File: src/rtl/adder_pkg.sv
// Shared definitions for the sequential adder/subtractor.
//   - state_e    : controller states
//   - DEF_WIDTH  : default operand width
//   - DEF_CHUNK  : default bits processed per clock
//   - signed_ovf : two's-complement overflow from operand/result sign bits
package adder_pkg;

    localparam int unsigned DEF_WIDTH = 16;
    localparam int unsigned DEF_CHUNK = 4;

    typedef enum logic [1:0] {
        IDLE = 2'd0,
        BUSY = 2'd1,
        DONE = 2'd2
    } state_e;

    // b_msb is the sign of the operand actually added (already inverted for subtract).
    function automatic logic signed_ovf(input logic a_msb, input logic b_msb, input logic s_msb);
        return (a_msb == b_msb) && (s_msb != a_msb);
    endfunction

endpackage

File: src/rtl/adder_if.sv
// Handshake bundle between operand producer, adder and result consumer.
// Ports: clk, rst_n (carried for producer/consumer convenience).
// Request side : in_valid, in_ready, in_a, in_b, in_sub, in_acc.
// Result side  : out_valid, out_ready, out_y (WIDTH+1, top bit carry/borrow), out_ovf.
// Modports: master = producer/consumer view, slave = adder view.
interface adder_if
    import adder_pkg::*;
#(
    parameter int unsigned WIDTH = DEF_WIDTH
) (
    input logic clk,
    input logic rst_n
);

    logic             in_valid;
    logic             in_ready;
    logic [WIDTH-1:0] in_a;
    logic [WIDTH-1:0] in_b;
    logic             in_sub;
    logic             in_acc;
    logic             out_valid;
    logic             out_ready;
    logic [WIDTH:0]   out_y;
    logic             out_ovf;

    modport master (
        input  clk, rst_n, in_ready, out_valid, out_y, out_ovf,
        output in_valid, in_a, in_b, in_sub, in_acc, out_ready
    );

    modport slave (
        input  clk, rst_n, in_valid, in_a, in_b, in_sub, in_acc, out_ready,
        output in_ready, out_valid, out_y, out_ovf
    );

endinterface

File: src/rtl/adder_chunk.sv
// Combinational CHUNK-bit adder slice with carry in/out.
// Ports: a, b (CHUNK), cin -> sum (CHUNK), cout.
module adder_chunk #(
    parameter int unsigned CHUNK = 4
) (
    input  logic [CHUNK-1:0] a,
    input  logic [CHUNK-1:0] b,
    input  logic             cin,
    output logic [CHUNK-1:0] sum,
    output logic             cout
);

    logic [CHUNK:0] full;

    always_comb begin
        full = {1'b0, a} + {1'b0, b} + {{CHUNK{1'b0}}, cin};
    end

    assign sum  = full[CHUNK-1:0];
    assign cout = full[CHUNK];

endmodule

File: src/rtl/adder_seq.sv
// Multi-cycle adder/subtractor: WIDTH-bit operands processed CHUNK bits per clock
// through a single reused adder_chunk slice, with an accumulator usable as operand A.
// Ports: clk, rst_n (async, active-low), bus (adder_if.slave: request and result
// valid/ready handshakes, out_y with carry/borrow in bit WIDTH, out_ovf).
// Optional: define ADDER_SEQ_SAT_EN to saturate the WIDTH-bit result on signed overflow.
// Constraints: WIDTH >= 2, WIDTH a multiple of CHUNK.
module adder_seq
    import adder_pkg::*;
#(
    parameter int unsigned WIDTH = DEF_WIDTH,
    parameter int unsigned CHUNK = DEF_CHUNK
) (
    input logic   clk,
    input logic   rst_n,
    adder_if.slave bus
);

    localparam int unsigned NCHUNK = WIDTH / CHUNK;
    localparam int unsigned KW     = (NCHUNK > 1) ? $clog2(NCHUNK) : 1;
    localparam logic [KW-1:0] KLAST = KW'(NCHUNK - 1);

    state_e           state_q, state_d;
    logic [WIDTH-1:0] a_q, b_q, sum_q, acc_q;
    logic             carry_q, sub_q;
    logic [KW-1:0]    k_q;
    logic [WIDTH:0]   y_q;
    logic             ovf_q;

    logic [CHUNK-1:0] ca, cb, cs;
    logic             cout;
    logic [WIDTH-1:0] sum_full;
    logic [WIDTH-1:0] res_lo;
    logic             ovf;
    logic             last;
    logic             accept;
    logic             done_hs;

    adder_chunk #(
        .CHUNK (CHUNK)
    ) u_chunk (
        .a    (ca),
        .b    (cb),
        .cin  (carry_q),
        .sum  (cs),
        .cout (cout)
    );

    assign accept  = (state_q == IDLE) && bus.in_valid;
    assign done_hs = (state_q == DONE) && bus.out_ready;
    assign last    = (k_q == KLAST);

    // Current chunk slice and the sum as it will look once this chunk is stored.
    always_comb begin
        ca       = a_q[k_q*CHUNK +: CHUNK];
        cb       = b_q[k_q*CHUNK +: CHUNK];
        sum_full = sum_q;
        sum_full[k_q*CHUNK +: CHUNK] = cs;
        ovf      = signed_ovf(a_q[WIDTH-1], b_q[WIDTH-1], sum_full[WIDTH-1]);
    end

`ifdef ADDER_SEQ_SAT_EN
    // Both operand signs agree on overflow, so A's sign gives the direction.
    always_comb begin
        res_lo = sum_full;
        if (ovf) begin
            res_lo = a_q[WIDTH-1] ? {1'b1, {(WIDTH-1){1'b0}}} : {1'b0, {(WIDTH-1){1'b1}}};
        end
    end
`else
    assign res_lo = sum_full;
`endif

    always_comb begin
        state_d = state_q;
        unique case (state_q)
            IDLE:    if (bus.in_valid)  state_d = BUSY;
            BUSY:    if (last)          state_d = DONE;
            DONE:    if (bus.out_ready) state_d = IDLE;
            default:                    state_d = IDLE;
        endcase
    end

    always_ff @(posedge clk or negedge rst_n) begin
        if (!rst_n) begin
            state_q <= IDLE;
        end else begin
            state_q <= state_d;
        end
    end

    always_ff @(posedge clk or negedge rst_n) begin
        if (!rst_n) begin
            a_q     <= '0;
            b_q     <= '0;
            sum_q   <= '0;
            acc_q   <= '0;
            carry_q <= 1'b0;
            sub_q   <= 1'b0;
            k_q     <= '0;
            y_q     <= '0;
            ovf_q   <= 1'b0;
        end else begin
            if (accept) begin
                a_q     <= bus.in_acc ? acc_q : bus.in_a;
                // Subtract as A + ~B + 1: inverted operand, carry-in of one.
                b_q     <= bus.in_b ^ {WIDTH{bus.in_sub}};
                carry_q <= bus.in_sub;
                sub_q   <= bus.in_sub;
                k_q     <= '0;
            end
            if (state_q == BUSY) begin
                sum_q   <= sum_full;
                carry_q <= cout;
                k_q     <= k_q + KW'(1);
                if (last) begin
                    // Borrow is the complement of the final carry.
                    y_q   <= {sub_q ? ~cout : cout, res_lo};
                    ovf_q <= ovf;
                end
            end
            if (done_hs) begin
                acc_q <= y_q[WIDTH-1:0];
            end
        end
    end

    assign bus.in_ready  = (state_q == IDLE);
    assign bus.out_valid = (state_q == DONE);
    assign bus.out_y     = y_q;
    assign bus.out_ovf   = ovf_q;

endmodule

File: src/flat_wrapper.sv
// flat-port wrapper written by rule: the top's interface ports become plain ports
module adder_seq_flat import adder_pkg::*;
#(
    parameter int unsigned WIDTH = DEF_WIDTH,
    parameter int unsigned CHUNK = DEF_CHUNK
)
  (clk, rst_n, bus_in_valid, bus_in_a, bus_in_b, bus_in_sub, bus_in_acc, bus_out_ready, bus_in_ready, bus_out_valid, bus_out_y, bus_out_ovf);
  adder_if #(.WIDTH(WIDTH)) bus_i (.clk(clk), .rst_n(rst_n));
  input logic clk;
  input logic rst_n;
  input wire logic [$bits(bus_i.in_valid)-1:0] bus_in_valid;
  input wire logic [$bits(bus_i.in_a)-1:0] bus_in_a;
  input wire logic [$bits(bus_i.in_b)-1:0] bus_in_b;
  input wire logic [$bits(bus_i.in_sub)-1:0] bus_in_sub;
  input wire logic [$bits(bus_i.in_acc)-1:0] bus_in_acc;
  input wire logic [$bits(bus_i.out_ready)-1:0] bus_out_ready;
  output wire logic [$bits(bus_i.in_ready)-1:0] bus_in_ready;
  output wire logic [$bits(bus_i.out_valid)-1:0] bus_out_valid;
  output wire logic [$bits(bus_i.out_y)-1:0] bus_out_y;
  output wire logic [$bits(bus_i.out_ovf)-1:0] bus_out_ovf;
  assign bus_i.in_valid = bus_in_valid;
  assign bus_i.in_a = bus_in_a;
  assign bus_i.in_b = bus_in_b;
  assign bus_i.in_sub = bus_in_sub;
  assign bus_i.in_acc = bus_in_acc;
  assign bus_i.out_ready = bus_out_ready;
  assign bus_in_ready = bus_i.in_ready;
  assign bus_out_valid = bus_i.out_valid;
  assign bus_out_y = bus_i.out_y;
  assign bus_out_ovf = bus_i.out_ovf;
  adder_seq #(.WIDTH(WIDTH), .CHUNK(CHUNK)) u_core (.clk(clk), .rst_n(rst_n), .bus(bus_i));
endmodule
File: config.mk
export PLATFORM = sky130hd
export DESIGN_NAME = adder_seq_flat
export DESIGN_NICKNAME = d
export VERILOG_FILES = /design/src/rtl/adder_pkg.sv /design/src/rtl/adder_if.sv /design/src/rtl/adder_chunk.sv /design/src/rtl/adder_seq.sv /design/src/flat_wrapper.sv
export SDC_FILE = /design/constraint.sdc
export NUM_CORES = 1
export LEC_CHECK = 0
export ABC_AREA = 1
export BUFFER_PORTS_ARGS = -buffer_cell sky130_fd_sc_hd__buf_4
export CAP_MARGIN = 20
export CORE_UTILIZATION = 45
export DETAILED_ROUTE_END_ITERATION = 10
export GPL_TIMING_DRIVEN = 0
export SKIP_CTS_REPAIR_TIMING = 1
export SKIP_LAST_GASP = 1
export SYNTH_ARGS = -nofsm -noshare
export SYNTH_HDL_FRONTEND = slang
export SYNTH_SLANG_ARGS = --single-unit
File: constraint.sdc
create_clock -name clk -period 3.55 [get_ports clk]
set_clock_uncertainty 0.1 [all_clocks]
set_input_delay 0.71 -clock clk [delete_from_list [all_inputs] [get_ports clk]]
set_output_delay 0.71 -clock clk [all_outputs]
set_load 0.01 [all_outputs]
# Word-level counts from Yosys, hierarchy flattened
# Index checks and enable logic that the tools add are counted.
# Widths: inputs -> output; s select.
# word_totals
ff_bits	88
input_bits	38
elab_cells	46
# op_classes
n_addsub	4
eq_ne	8
shift	4
muxes	11
n_bitwise	2
n_reduce_logical	7
# ops
operator	count
$neg 4->34	1
$shift 4x34->16 const A	1
$shiftx 4x34->16	1
$shiftx 16x5->4	2
$bwmux 16	1
$mux 16	1
$xor 16x16->16	1
$mux 2	5
$pmux 2 s3	1
$add 4x4->5	1
$add 5x1->5	1
$eq 2x2->1 const B	2
$ne 2x2->1 const B	2
$logic_and 1x1->1	3
$mux 1	3
$reduce_and 3->1	1
$add 2x1->2 const B	1
$eq 2x1->1 const B	1
$logic_not 2->1	1
$ne 2x1->1 const B	1
$reduce_and 2->1	1
$reduce_bool 2->1	1
$eq 1x1->1	1
$ne 1x1->1	1
$not 1->1	1

# Longest topological paths before layout
# Gate-level depths: netlist of run 1.
# logic_depth
word_depth	7
ltp_mapped	15
mapped_depth_nobuf	14

# By module
# A second synthesis of run 1 with hierarchy kept.
# hier_totals
cells_unflattened	529
area_unflattened_um2	4335.4
# modules_own_cells
mod	instances	cells_per_inst	area_per_inst_um2	seq_area_each_um2
adder_seq	1	504	4170.2	2202.1
adder_chunk	1	25	165.2	0.0

# Worst setup path before layout of run 1
# Ideal clock, no wire load.
# synth_path
path_type	register to register
start	register u_core.k_q[0]
end	register u_core.sum_q[9]
setup_ns	0.083
arrival_ns	2.336
required_ns	3.367
path_slack_ns	1.032
path_stages_with_launch	12
path_buffers	2
cell_sequence	dfrtp_1 > buf_6 > inv_2 > buf_2 > o21ai_0 > o22ai_1 > fa_1 > inv_1 > fa_1 > o32ai_1 > nand2_1 > o21ai_0
# synth_between
elab_chain_cells	5
elab_cells_between_ends	8
# synth_rtl
item	line_no	source
start, declared	adder_seq.sv:25	logic [KW-1:0] k_q;
start signal, assigned	adder_seq.sv:114	k_q <= k_q + KW'(1);
$shiftx 16x5->4 (on tied branches)	adder_seq.sv:54, adder_seq.sv:55	
$add 4x4->5	adder_chunk.sv:16	full = {1'b0, a} + {1'b0, b} + {{CHUNK{1'b0}}, cin};
$add 5x1->5	adder_chunk.sv:16	
$shiftx 4x34->16	adder_seq.sv:57	sum_full[k_q*CHUNK +: CHUNK] = cs;
$bwmux 16 (*)	adder_seq.sv:57	
end signal, assigned	adder_seq.sv:112	sum_q <= sum_full;
end, declared	adder_seq.sv:23	logic [WIDTH-1:0] a_q, b_q, sum_q, acc_q;
# Every way passes the cells marked *; elsewhere a longest branch is shown, timed or not.
# A chain may end at the register's enable or synchronous reset.

# Worst setup path after layout of run 1
# layout_path
start	register u_core.k_q[0]
end	register u_core.y_q[14] (netlist: u_core.bus.out_y[14])
# layout_between
elab_chain_cells	5
elab_cells_between_ends	10
# layout_rtl
item	line_no	source
$shiftx 16x5->4 (on tied branches)	adder_seq.sv:54, adder_seq.sv:55	
$add 4x4->5	adder_chunk.sv:16	
$add 5x1->5	adder_chunk.sv:16	
$shiftx 4x34->16	adder_seq.sv:57	
$bwmux 16	adder_seq.sv:57	
end signal, assigned	adder_seq.sv:117	y_q <= {sub_q ? ~cout : cout, res_lo};
end, declared	adder_seq.sv:26	logic [WIDTH:0] y_q;
# Parallel ways exist; a longest one is shown, timed or not.

==> results of run 1 <==
[state kept, by name (all words and copies together) (netlist names)]
signal              count
u_core.a_q             16
u_core.acc_q           16
u_core.b_q             16
u_core.bus.out_ovf      1
u_core.bus.out_y       17
u_core.carry_q          1
u_core.k_q              2
u_core.state_q          2
u_core.sub_q            1
u_core.sum_q           16
[worst max-delay path, delay by kind of cell (launching register included)]
| family | cells | cell delay (ps) |
|---|---|---|
| buffers and inverters | 4 | 660 |
| adder cells (fa/ha/maj) | 2 | 630 |
| AO/OA/AOI/OAI | 4 | 510 |
| flip-flops | 1 | 450 |
| XOR/XNOR | 1 | 330 |
| AND/OR/NAND/NOR | 3 | 300 |
[cell usage in the layout (no fill, tap or decap), types with 2 or more instances in the layout]
| cell type | count |
|---|---|
| sky130_fd_sc_hd__a32oi_1 | 2 |
| sky130_fd_sc_hd__buf_2 | 11 |
| sky130_fd_sc_hd__inv_2 | 2 |
| sky130_fd_sc_hd__inv_6 | 2 |
| sky130_fd_sc_hd__buf_6 | 4 |
| sky130_fd_sc_hd__o21ai_0 | 105 |
| sky130_fd_sc_hd__nand3_1 | 5 |
| sky130_fd_sc_hd__xnor2_1 | 16 |
| sky130_fd_sc_hd__o211ai_1 | 2 |
| sky130_fd_sc_hd__buf_4 | 58 |
| sky130_fd_sc_hd__nand4_1 | 3 |
| sky130_fd_sc_hd__ha_1 | 9 |
| sky130_fd_sc_hd__o21ai_1 | 7 |
| sky130_fd_sc_hd__clkinvlp_4 | 2 |
| sky130_fd_sc_hd__a21oi_1 | 3 |
| sky130_fd_sc_hd__inv_1 | 69 |
| sky130_fd_sc_hd__nand2_2 | 2 |
| sky130_fd_sc_hd__dfrtp_1 | 88 |
| sky130_fd_sc_hd__fa_1 | 2 |
| sky130_fd_sc_hd__o32ai_1 | 2 |
| sky130_fd_sc_hd__clkbuf_2 | 3 |
| sky130_fd_sc_hd__nand2_1 | 118 |
| sky130_fd_sc_hd__inv_8 | 2 |
| sky130_fd_sc_hd__clkbuf_8 | 9 |
| sky130_fd_sc_hd__clkbuf_1 | 5 |
| sky130_fd_sc_hd__nor2_1 | 21 |
| sky130_fd_sc_hd__o22ai_1 | 17 |
[worst max path at each step]
stage / startpoint / to / slack [ps] / cells past startpoint
after CTS: u_core.k_q[0]$_DFFE_PN0P_ / u_core.bus.out_y[14]$_DFFE_PN0P_ / 500 / 14
after detailed placement: u_core.k_q[0]$_DFFE_PN0P_ / u_core.bus.out_y[14]$_DFFE_PN0P_ / 500 / 14
after floorplan: u_core.k_q[0]$_DFFE_PN0P_ / u_core.sum_q[9]$_DFFE_PN0P_ / 1030 / 11
after global routing: u_core.k_q[0]$_DFFE_PN0P_ / u_core.bus.out_y[14]$_DFFE_PN0P_ / 310 / 14
final: u_core.k_q[0]$_DFFE_PN0P_ / u_core.bus.out_y[14]$_DFFE_PN0P_ / 470 / 14
after global placement: u_core.k_q[0]$_DFFE_PN0P_ / u_core.bus.out_y[6]$_DFFE_PN0P_ / 500 / 14
[metrics by stage]
stage	power [mW]	cells
2_1_floorplan	3.04	509
3_3_place_gp	3.72	694
3_5_place_dp	3.75	695
4_1_cts	4.50	711
5_1_grt	4.88	711
6_report	4.49	711
[final cells by class]
type                            count  area (sq um)  share of cell area
Clock inverter                      7          85.1              0.0166
Sequential cell                    88          2200               0.429
Multi-Input combinational cell    324          1700               0.330
Tap cell                          129           161              0.0314
Clock buffer                        9           124              0.0241
Buffer                             25           149              0.0290
Timing Repair Buffer               57           448              0.0872
Inverter                           72           272              0.0528
[routing by layer]
layer	vias to the layer above	part of all wire	global-route usage	wire length, um
li1	1775	-	-	-
met1	1763	0.49	0.366	5450
met2	100	0.45	0.352	4910
met3	12	0.047	0.0397	521
met4	0	0.013	0.0736	145
met5	-	0	0	0
[cell families after synthesis]
logic type               Yosys count
adder cells (fa/ha/maj)           11
buffers and inverters             97
flip-flops                        88
XOR/XNOR                          17
AO/OA/AOI/OAI                    142
AND/OR/NAND/NOR                  154
[power by group through the flow]
stage / Sequential (mW) / Combinational (mW) / Clock [mW]
6_report: 1.61 / 2.13 / 0.741
5_1_grt: 1.66 / 2.43 / 0.798
4_1_cts: 1.61 / 2.13 / 0.756
3_5_place_dp: 1.63 / 2.13 / 0
3_3_place_gp: 1.62 / 2.09 / 0
2_1_floorplan: 1.58 / 1.46 / 0
==> impl_metrics.tcl, run 1 <==
set metrics [dict create \
    run_status "finished clean" \
    pin_count 58 \
    internal_power_summed_over_all_cells_mw 2.50 \
    reg2reg_slack_ps 470 \
    post-place-ws_ps 504 \
    drt_wl_total_mm 11.0 \
    finish.utilization 0.553 \
    drt_pre_antenna_iters 4 \
    critPathMaxFanout 12 \
    synthToLayoutAreaGrowth_pct 18.9 \
    layout_min_cycle_time_ps 3080 \
    post_synth_inst_count 509 \
    antenna_found_initial 0 \
    total_half_perimeter_wirelength_after_legalization_and_detailed_placement_mm 8.27 \
    timing.fmax_mhz 325 \
    row_count 35 \
    worst_setup_hold_path_clk_slew_ps 100 \
    antenna-diode-count 0 \
    synth_common_cells "118 x sky130_fd_sc_hd__nand2_1, 105 x sky130_fd_sc_hd__o21ai_0, 88 x sky130_fd_sc_hd__dfrtp_1" \
    dr_iter_0_viols 152 \
    clock_tree.root_cell "sky130_fd_sc_hd__clkbuf_8" \
    final_sum_of_negative_setup_slack_ps 0 \
    finalHoldViolCount 0 \
    ys_async_sr_fraction 1.00 \
    share_of_total_power_in_sequential_cells 0.360 \
    clock_power_share 0.165 \
    layout.filler_cells 903 \
    die_w_um 100 \
    cts_buffer_count 9 \
    die-height_um 100 \
    max_slew_margin 0.679 \
    synth_top_family_by_area "compound AO/OA/AOI/OAI gates" \
    worst-endpoint-required_ps 3710 \
    hold_slack_ps 153 \
    drc_errors 0 \
    worst-setup-path-type "reg2reg" \
    arrival_time_reported_for_the_critical_path_endpoint_ps 3240 \
    synth_edf_count 0 \
    hold_class "in2async" \
    num_vias 3650 \
    worstPathCellList "buf_6, inv_2, buf_2, o21ai_0, o22ai_1, fa_1, inv_1, fa_1, xor2_1, nor2_1, nand2_1, o22ai_1, nand2_1, o21ai_0" \
    postRouteAntennaNets 0 \
    max-vdd-ir-drop_mv 0.423 \
    drive_gt1_frac 0.179 \
    comb_power_share 0.475 \
    worst_path_max_delay_cell "sky130_fd_sc_hd__dfrtp_1" \
    share_of_the_synthesized_netlist_area_taken_by_xor_and_xnor_gates 0.0345 \
    worst_pin_slew_ps 482 \
    synth_top_area_share 0.510 \
    setup-violations-final 0 \
    yosys.cell_types.count 34 \
    gr-total-overflow 0 \
    cts.path.max_buffers 2 \
    power.switching_mw 1.99 \
    post-route-cell-area_sq_um 5140 \
    syn-num-nets 558 \
    synthAdderAreaFrac 0.0353 \
    yosys.cell_count.top_type "sky130_fd_sc_hd__nand2_1" \
    post_drt_via_cell_ratio 5.13 \
    dpl_cell_area_sq_um 4930 \
    starting_density 0.465 \
    synth.avg_cell_area_sq_um 8.49 \
    port-buffer-count 56 \
    start_kind "register" \
    synth_top_area_cell "sky130_fd_sc_hd__dfrtp_1" \
    mappedNetlistArea_sq_um 4320 \
    power_leakage_nw 2.39 \
    tritoncts "yes" \
    global_route_wire_length_before_repair_mm 17.9 \
    endpoint_kind "register" \
    timing.rr.end "u_core.bus.out_y[14]$_DFFE_PN0P_" \
    period_share 0.867 \
    netSwitchingFraction 0.443 \
    synth_seq_area_share 0.510 \
    postSynthRegisterBits 88 \
    cts.htree.levels 3 \
    clkLatencyLatePin_ps 370 \
    critical_path.max_stage_delay_ps 450 \
    grt_pass1_vias 3494 \
    synth_compound_gate_area_share 0.178 \
    synth_ff_type "sky130_fd_sc_hd__dfrtp_1" \
    netlist_top_cells_area "sky130_fd_sc_hd__dfrtp_1 51%, sky130_fd_sc_hd__o21ai_0 12%, sky130_fd_sc_hd__nand2_1 10%" \
    reg2reg_depth 14 \
    synth_simple_gate_area_frac 0.145 \
    p_per_cell_area_nw_per_um2 874 \
    detail_route.wl_per_cell_um 15.5 \
    gpl.final_weighted_congestion 0.902 \
    cts_num_sinks 88 \
    grt.total_usage 0.240 \
    die_area_sq_um 9990 \
    core_sq_um 9280 \
    cap_violations 0 \
    grt_max_degree 60 \
    layout.nets 626 \
    finalWorstSetupSlack_ps 472 \
    yosysWarnings 0 \
    reg2reg_from "u_core.k_q[0]$_DFFE_PN0P_" \
    timing.final.max_slew_violations 0 \
    yosys-mux-area-fraction 0 \
    rsz0062_at_grt "no" \
]
(Power assumes the default switching activity.)
==> run 2: changes to the inputs <==
--- a/config.mk
+++ b/config.mk
@@ -6,8 +6,9 @@
 export NUM_CORES = 1
 export LEC_CHECK = 0
 export ABC_AREA = 1
-export BUFFER_PORTS_ARGS = -buffer_cell sky130_fd_sc_hd__buf_4
+export BUFFER_PORTS_ARGS = -buffer_cell sky130_fd_sc_hd__buf_2
 export CAP_MARGIN = 20
+export CORE_MARGIN = 5
 export CORE_UTILIZATION = 45
 export DETAILED_ROUTE_END_ITERATION = 10
 export GPL_TIMING_DRIVEN = 0
==> impl_metrics.tcl, run 2 (same netlist as run 1, synthesis figures left out) <==
set metrics [dict create \
    worst_pin_slew_ps 425 \
    internal_power_summed_over_all_cells_mw 2.39 \
    critical_path.max_stage_delay_ps 440 \
    number_of_flip_flops_under_the_largest_register_name 17 \
    starting_density 0.465 \
    run_status "finished clean" \
    die_area_sq_um 11700 \
    drt_pre_antenna_iters 5 \
    share_of_total_power_in_sequential_cells 0.364 \
    critical_path.startpoint "u_core.k_q[0]$_DFFE_PN0P_" \
    rsz0062_at_grt "no" \
    reg2reg_slack_ps 430 \
    comb_power_share 0.480 \
    gr-total-overflow 0 \
    die_w_um 108 \
    max-vdd-ir-drop_mv 0.380 \
    max_slew_margin 0.717 \
    core_sq_um 9280 \
    clock_tree.root_cell "sky130_fd_sc_hd__clkbuf_8" \
    drc_errors 0 \
    antenna_found_initial 0 \
    cell_family_contributing_the_most_delay_on_the_critical_path "buffers and inverters" \
    dr_iter_0_viols 201 \
    cts_num_sinks 88 \
    port-buffer-count 56 \
    power.switching_mw 2.02 \
    num_vias 3672 \
    layout.cells.most_common "sky130_fd_sc_hd__nand2_1" \
    critical_path_cell_count 14 \
    final_cell_mix "118 x sky130_fd_sc_hd__nand2_1, 105 x sky130_fd_sc_hd__o21ai_0, 88 x sky130_fd_sc_hd__dfrtp_1, 69 x sky130_fd_sc_hd__inv_1, 66 x sky130_fd_sc_hd__buf_2" \
    final_sum_of_negative_setup_slack_ps 0 \
    row_count 35 \
    clock_power_share 0.156 \
    cts.htree.levels 3 \
    timing.final.max_slew_violations 0 \
    post-route-cell-area_sq_um 4990 \
    worst_path_max_delay_cell "sky130_fd_sc_hd__dfrtp_1" \
    period_share 0.879 \
    antenna-diode-count 0 \
    gpl.final_weighted_congestion 0.890 \
    reg2reg_depth 14 \
    finalHoldViolCount 0 \
    worst-endpoint-required_ps 3700 \
    die-height_um 108 \
    timing.rr.end "u_core.bus.out_y[14]$_DFFE_PN0P_" \
    endpoint_kind "register" \
    crit_path_buffers_inverters 4 \
    worstPathCellList "buf_6, inv_2, buf_2, nor2_1, o22ai_1, fa_1, inv_1, fa_1, xor2_1, nor2_1, nand2_1, o22ai_1, nand2_1, o21ai_0" \
    dpl_cell_area_sq_um 4790 \
    postRouteAntennaNets 0 \
    grt.total_usage 0.206 \
    post_drt_via_cell_ratio 5.16 \
    drive_gt1_frac 0.179 \
    layout.nets 626 \
    grt_max_degree 60 \
    global_route_wire_length_before_repair_mm 18.6 \
    total_half_perimeter_wirelength_after_legalization_and_detailed_placement_mm 8.32 \
    timing.fmax_mhz 321 \
    hold_class "in2async" \
    worst-setup-path-type "reg2reg" \
    pin_count 58 \
    critPathMaxFanout 12 \
    clkLatencyLatePin_ps 370 \
    layout_min_cycle_time_ps 3120 \
    synthToLayoutAreaGrowth_pct 15.4 \
    detail_route.wl_per_cell_um 15.6 \
    tritoncts "yes" \
    start_kind "register" \
    grt_pass1_vias 3733 \
    reg2reg_from "u_core.k_q[0]$_DFFE_PN0P_" \
    netSwitchingFraction 0.458 \
    cts.path.max_buffers 2 \
    cts_buffer_count 9 \
    cap_violations 0 \
    power_leakage_nw 2.36 \
    arrival_time_reported_for_the_critical_path_endpoint_ps 3270 \
    worst_setup_hold_path_clk_slew_ps 110 \
    setup-violations-final 0 \
    p_per_cell_area_nw_per_um2 885 \
    worstSetupEndpoint "u_core.bus.out_y[14]$_DFFE_PN0P_" \
    drt_wl_total_mm 11.1 \
]
==> run 2: cell count changes in the layout (fill, tap and decap cells not counted), moves of 2 or more <==
cell                         before  now
sky130_fd_sc_hd__buf_4           58    3
sky130_fd_sc_hd__clkinv_4         0    2
sky130_fd_sc_hd__clkinvlp_4       2    0
sky130_fd_sc_hd__buf_2           11   66
==> run 2: cell type report <==
type | count | area [sq um]
plain buffers | 25 | 149
clock inverters | 7 | 71.3
fillers | 930 | 4300
flip-flops and latches | 88 | 2200
repair buffers | 57 | 310
well taps | 129 | 161
clock buffers | 9 | 124
multi-input cells | 324 | 1700
inverters | 72 | 272
==> run 2: power groups by stage <==
stage                     logic (mW)  registers [mW]  clock network [mW]
after floorplan                 1.46            1.58                   0
after global placement          2.05            1.62                   0
after detailed placement        2.08            1.62                   0
after CTS                       2.10            1.60               0.702
after global routing            2.41            1.65               0.754
final                           2.12            1.61               0.690
==> run 2: routing by layer <==
layer  wire length [um]  GRT usage
met1               5460      0.308
met3                642     0.0406
met4                232     0.0703
met5                  0          0
met2               4760      0.298
==> run 2: through the flow <==
| step | instances | power [mW] | utilization | hold WS [ps] | setup WS, ps |
|---|---|---|---|---|---|
| detailed placement | 695 | 3.70 | 0.516 | 372 | 501 |
| global route | 711 | 4.82 | 0.537 | 170 | 251 |
| finish | 711 | 4.41 | 0.537 | 160 | 431 |
| global placement | 694 | 3.67 | 0.513 | 363 | 498 |
| floorplan | 509 | 3.04 | - | 314 | 1030 |
| CTS | 711 | 4.40 | 0.537 | 172 | 512 |
==> run 2: how the worst min path moves through the flow <==
| stage | start | endpoint | slack [ps] | cells past startpoint |
|---|---|---|---|---|
| 6_report | rst_n | u_core.b_q[12]$_DFFE_PN0P_ | 160 | 1 |
| 5_1_grt | rst_n | u_core.b_q[12]$_DFFE_PN0P_ | 170 | 1 |
| 4_1_cts | rst_n | u_core.b_q[12]$_DFFE_PN0P_ | 170 | 1 |
| 3_5_place_dp | u_core.bus.out_ovf$_DFFE_PN0P_ | u_core.bus.out_ovf$_DFFE_PN0P_ | 370 | 2 |
| 3_3_place_gp | u_core.bus.out_ovf$_DFFE_PN0P_ | u_core.bus.out_ovf$_DFFE_PN0P_ | 360 | 2 |
| 2_1_floorplan | rst_n | u_core.a_q[0]$_DFFE_PN0P_ | 310 | 0 |
